==> config.mk <==
export PLATFORM = sky130hd
export DESIGN_NAME = operand_loader_flat
export DESIGN_NICKNAME = d
export VERILOG_FILES = /design/src/rtl/operand_loader_if.sv /design/src/rtl/operand_loader.sv /design/src/flat_wrapper.sv
export SDC_FILE = /design/constraint.sdc
export NUM_CORES = 1
export LEC_CHECK = 0
export BUFFER_PORTS_ARGS = -buffer_cell sky130_fd_sc_hd__buf_2
export CAP_MARGIN = 5
export CORE_UTILIZATION = 35
export DETAILED_ROUTE_END_ITERATION = 10
export GPL_ROUTABILITY_DRIVEN = 0
export PLACE_DENSITY = 0.65
export SLEW_MARGIN = 10
export SYNTH_ARGS = -nofsm -noshare
export SYNTH_HDL_FRONTEND = slang
export SYNTH_SLANG_ARGS = --single-unit
==> constraint.sdc <==
create_clock -name clk -period 1.8 [get_ports clk]
set_input_delay 0 -clock clk [delete_from_list [all_inputs] [get_ports clk]]
set_output_delay 0 -clock clk [all_outputs]
set_load 0.005 [all_outputs]
==> src/rtl/operand_loader_if.sv <==
// Byte-stream in / operand-set out bundle for the operand loader.
// master drives the byte stream and consumes operands; slave is the loader.
interface operand_loader_if;
  logic        clear;
  logic [7:0]  byteIn;
  logic        byteValid;
  logic        byteReady;
  logic        splitIn;
  logic        carrySel;
  logic [15:0] opA;
  logic [15:0] opB;
  logic        carryIn;
  logic        split;
  logic        opValid;
  logic        opReady;

  modport master (
    output clear, byteIn, byteValid,
    output splitIn, carrySel, opReady,
    input  byteReady, opA, opB,
    input  carryIn, split, opValid
  );

  modport slave (
    input  clear, byteIn, byteValid,
    input  splitIn, carrySel, opReady,
    output byteReady, opA, opB,
    output carryIn, split, opValid
  );
endinterface

==> src/rtl/operand_loader.sv <==
// Assembles two 16-bit adder operands from a byte stream and
// holds them, with split/carry flags, until downstream takes them.
module operand_loader #(
  parameter bit MSB_FIRST = 1'b1
) (
  input logic               clk,
  input logic               resetN,
  operand_loader_if.slave   bus
);

  typedef enum logic [2:0] {
    LOAD_A0,
    LOAD_A1,
    LOAD_B0,
    LOAD_B1,
    PRESENT
  } state_t;

  state_t      state;
  state_t      state_nx;
  logic [15:0] op_a;
  logic [15:0] op_b;
  logic        split_q;
  logic        carry_q;
  logic        ready;
  logic        xfer;

  assign ready = (state != PRESENT);
  assign xfer  = bus.byteValid & ready;

  assign bus.byteReady = ready;
  assign bus.opValid   = (state == PRESENT);
  assign bus.opA       = op_a;
  assign bus.opB       = op_b;
  assign bus.split     = split_q;
  assign bus.carryIn   = carry_q;

  always_comb begin
    state_nx = state;
    unique case (state)
      LOAD_A0: if (xfer) state_nx = LOAD_A1;
      LOAD_A1: if (xfer) state_nx = LOAD_B0;
      LOAD_B0: if (xfer) state_nx = LOAD_B1;
      LOAD_B1: if (xfer) state_nx = PRESENT;
      PRESENT: if (bus.opReady) state_nx = LOAD_A0;
      default: state_nx = LOAD_A0;
    endcase
    if (bus.clear) state_nx = LOAD_A0;
  end

  always_ff @(posedge clk or negedge resetN) begin
    if (!resetN) state <= LOAD_A0;
    else         state <= state_nx;
  end

  // First byte of each operand lands in the high half when MSB_FIRST
  always_ff @(posedge clk or negedge resetN) begin
    if (!resetN) begin
      op_a    <= '0;
      op_b    <= '0;
      split_q <= 1'b0;
      carry_q <= 1'b0;
    end else if (bus.clear) begin
      op_a    <= '0;
      op_b    <= '0;
      split_q <= 1'b0;
      carry_q <= 1'b0;
    end else if (xfer) begin
      unique case (state)
        LOAD_A0: begin
          if (MSB_FIRST) op_a[15:8] <= bus.byteIn;
          else           op_a[7:0]  <= bus.byteIn;
          split_q <= bus.splitIn;
          carry_q <= bus.carrySel;
        end
        LOAD_A1: begin
          if (MSB_FIRST) op_a[7:0]  <= bus.byteIn;
          else           op_a[15:8] <= bus.byteIn;
        end
        LOAD_B0: begin
          if (MSB_FIRST) op_b[15:8] <= bus.byteIn;
          else           op_b[7:0]  <= bus.byteIn;
        end
        LOAD_B1: begin
          if (MSB_FIRST) op_b[7:0]  <= bus.byteIn;
          else           op_b[15:8] <= bus.byteIn;
        end
        default: begin
        end
      endcase
    end
  end

endmodule

==> src/flat_wrapper.sv <==
// flat-port wrapper written by rule: the top's interface ports become plain ports
module operand_loader_flat 
#(
  parameter bit MSB_FIRST = 1'b1
)
  (clk, resetN, bus_clear, bus_byteIn, bus_byteValid, bus_splitIn, bus_carrySel, bus_opReady, bus_byteReady, bus_opA, bus_opB, bus_carryIn, bus_split, bus_opValid);
  operand_loader_if bus_i ();
  input logic clk;
  input logic resetN;
  input wire logic [$bits(bus_i.clear)-1:0] bus_clear;
  input wire logic [$bits(bus_i.byteIn)-1:0] bus_byteIn;
  input wire logic [$bits(bus_i.byteValid)-1:0] bus_byteValid;
  input wire logic [$bits(bus_i.splitIn)-1:0] bus_splitIn;
  input wire logic [$bits(bus_i.carrySel)-1:0] bus_carrySel;
  input wire logic [$bits(bus_i.opReady)-1:0] bus_opReady;
  output wire logic [$bits(bus_i.byteReady)-1:0] bus_byteReady;
  output wire logic [$bits(bus_i.opA)-1:0] bus_opA;
  output wire logic [$bits(bus_i.opB)-1:0] bus_opB;
  output wire logic [$bits(bus_i.carryIn)-1:0] bus_carryIn;
  output wire logic [$bits(bus_i.split)-1:0] bus_split;
  output wire logic [$bits(bus_i.opValid)-1:0] bus_opValid;
  assign bus_i.clear = bus_clear;
  assign bus_i.byteIn = bus_byteIn;
  assign bus_i.byteValid = bus_byteValid;
  assign bus_i.splitIn = bus_splitIn;
  assign bus_i.carrySel = bus_carrySel;
  assign bus_i.opReady = bus_opReady;
  assign bus_byteReady = bus_i.byteReady;
  assign bus_opA = bus_i.opA;
  assign bus_opB = bus_i.opB;
  assign bus_carryIn = bus_i.carryIn;
  assign bus_split = bus_i.split;
  assign bus_opValid = bus_i.opValid;
  operand_loader #(.MSB_FIRST(MSB_FIRST)) u_core (.clk(clk), .resetN(resetN), .bus(bus_i));
endmodule
==> results.cfg <==
[global_routing]
grt_usage_pct = 16.9
grt_pass1_vias = 1352
grt_max_degree = 38
grt_antenna_before_repair = 0
grt_pass1_wl_mm = 6.80
grt.overflow.total = 0

[clocking]
cts_max_level = 2
cts-resized-gates = 0
cts_buffer_depth = 2
clk_pin_slew_ps = 70
cts.sinks = 37
clk_latency_ps = 290
cts_tree = done
numCtsBuffers = 5
cts-root-buf = clkbuf_8

[sta]
slew_viol_final = 0
rsz0062_at_grt = no
finalCritPeriodShare_pct = 78.2
hold_viol = 0
fmax_mhz = 710
relSlewSlack_pct = 44.6
final-setup-viol-count = 0
tns_ps = 0
finalClockSkew_ps = 4.43
worst-slew-pin-transition_ps = 831
period_needed_ps = 1410

[placement]
dpl.cell_count = 266
place_area_um2 = 2060
io_buffer_count = 50
hpwl_mm = 2.80

[logic_synthesis]
synth_top_area_cell = dfrtp_1
synth_most_common_cell = dfrtp_1
synth_edf_count = 0
syn_area_per_cell_um2 = 11.2
syn_area_um2 = 1750
synth_top_area_share_pct = 52.9
synth-main-ff-cell = dfrtp_1
ys_ff_latch = 37
synth.distinct_cells = 24
ys_top_cells_by_area = dfrtp_1, o32ai_1, inv_1, or3b_1, nand3b_1
synth_cells = 156
syn_nets = 171
postSynth.asyncResetShare_pct = 100
seq_area_frac_synth_pct = 52.9
netlist_top_cells_count = dfrtp_1, inv_1, o32ai_1
yosys_warnings = 0

[detailed_routing]
ant_nets = 0
wl_per_cell_um = 14.9
drc = 0
vias = 1358
dr.pass1.iters = 4
wirelength_mm = 4.11
drt-initial-drc-count = 66
via_per_inst = 4.92

[worst_setup_path]
r2r_slack_ps = 390
cpMaxStageDelayCell = or3b_1
critPathMaxFanout = 16
cp.buffers_inverters = 0
r2r-end = u_core.bus.opA[15]
path_class = flip-flop to flip-flop
critPathTopFamily = simple AND/OR/NAND/NOR gates
r2r-start = u_core.state[0]
max_stage_delay_ps = 680
startpoint_type = flip-flop
worstPathCellList = or3b_1 -> o32ai_1
cp_num_cells = 2
end_kind = flip-flop
critPathArrivalTime_ps = 1580
reg2reg_depth = 2
required_ps = 1980

[layout]
fin_area_um2 = 2200
final_util_pct = 46.2
drive_gt1_share_pct = 33.0
nets = 224
n_antenna_cell = 0
stdcell_count = 276
area_growth_pct = 25.5

[pwr]
irDropWorstVdd_v = 0.000422
p_seq_share_pct = 48.8
leakage_uw = 0.00104
p_clk_share_pct = 38.1
switching_share_pct = 24.6
internal_power_uw = 1370
p_per_area_nw_per_um2 = 830
p_comb_share_pct = 13.1
p_switching_uw = 449
power_uw = 1820

[hold_path]
holdPathEnd = u_core.state[2]
hold_path.class = input port to flip-flop
hold_start = bus_opReady
hold_depth = 3

[floorplan]
rows = 25
fp.dieW_um = 72.7
dieHeight_um = 72.7
coreArea_um2 = 4750
start_util_pct = 36.8
dieArea_um2 = 5280
io-pin-count = 51

[flow_run]
cap_violations = 0

[outcome]
outcome = completed
[kinds of logic (layout without fill, tap and decap cells)]
group	count (synthesis)	in the layout	share of synthesized area, %
buffers and inverters	48	101	11.9
multiplexers	2	2	1.14
XOR/XNOR	1	1	0.501
AND/OR/NAND/NOR	33	33	15.2
AO/OA/AOI/OAI	35	35	18.3
flip-flops	37	37	52.9
[what timing repair did]
action	CTS	global route
setup buffers	0	0
hold buffers	3	0
hold endpoints to repair	39	0
[cells in the final DEF, fill, tap and decap left out, drive strengths merged, types with 2 or more instances in the layout]
master / instances
o32ai: 32
nor4b: 2
nor4bb: 2
clkbuf: 5
or3b: 9
dlygate4sd3: 3
nand2b: 4
buf: 59
nand3b: 10
inv: 32
mux2i: 2
dfrtp: 37
nor2: 2
[sequential cells by signal, summed over array words and instances (netlist names)]
register / count
u_core.bus.opA: 16
u_core.bus.opB: 16
u_core.bus.split: 1
u_core.bus.carryIn: 1
u_core.state: 3
[final cells by class]
cell class,instances,area [um2]
fillers,473,2560
flip-flops and latches,37,926
multi-input cells,71,614
repair buffers,62,348
inverters,32,120
well taps,67,83.8
clock buffers,5,68.8
clock inverters,2,35.0
[per-stage QoR]
step                hold slack (ps)  worst slack [ps]
floorplan                      -296               550
global placement                148               459
detailed placement              148               434
CTS                            21.4               394
global route                   31.7               334
finish                         21.0               392
[layer usage]
metal  track usage, %  wire [um]
met4             5.88         46
met2             26.8       1960
met1             22.5       1920
met3             4.28        190
met5                0          0
[power by group through the flow]
stage | sequential, uW | clock [uW] | combinational [uW]
2_1_floorplan | 903 | 0 | 136
5_1_grt | 893 | 746 | 263
6_report | 889 | 695 | 239
4_1_cts | 889 | 712 | 241
3_5_place_dp | 905 | 0 | 235
3_3_place_gp | 904 | 0 | 232
[tightest hold or removal path: cells and delay by family]
kind	cells	cell delay [ps]
buffers and inverters	1	80
AND/OR/NAND/NOR	1	40
AO/OA/AOI/OAI	1	160
[worst max path at each step]
stage | startpoint | endpoint
finish | u_core.state[0] | u_core.bus.opA[15]
global route | u_core.state[0] | u_core.bus.opA[11]
CTS | u_core.state[0] | u_core.bus.opA[15]
detailed placement | u_core.state[1] | u_core.bus.opA[3]
global placement | u_core.state[0] | u_core.bus.opA[14]
floorplan | u_core.state[0] | u_core.bus.carryIn
Note: power is estimated with default switching activity, not from simulation.
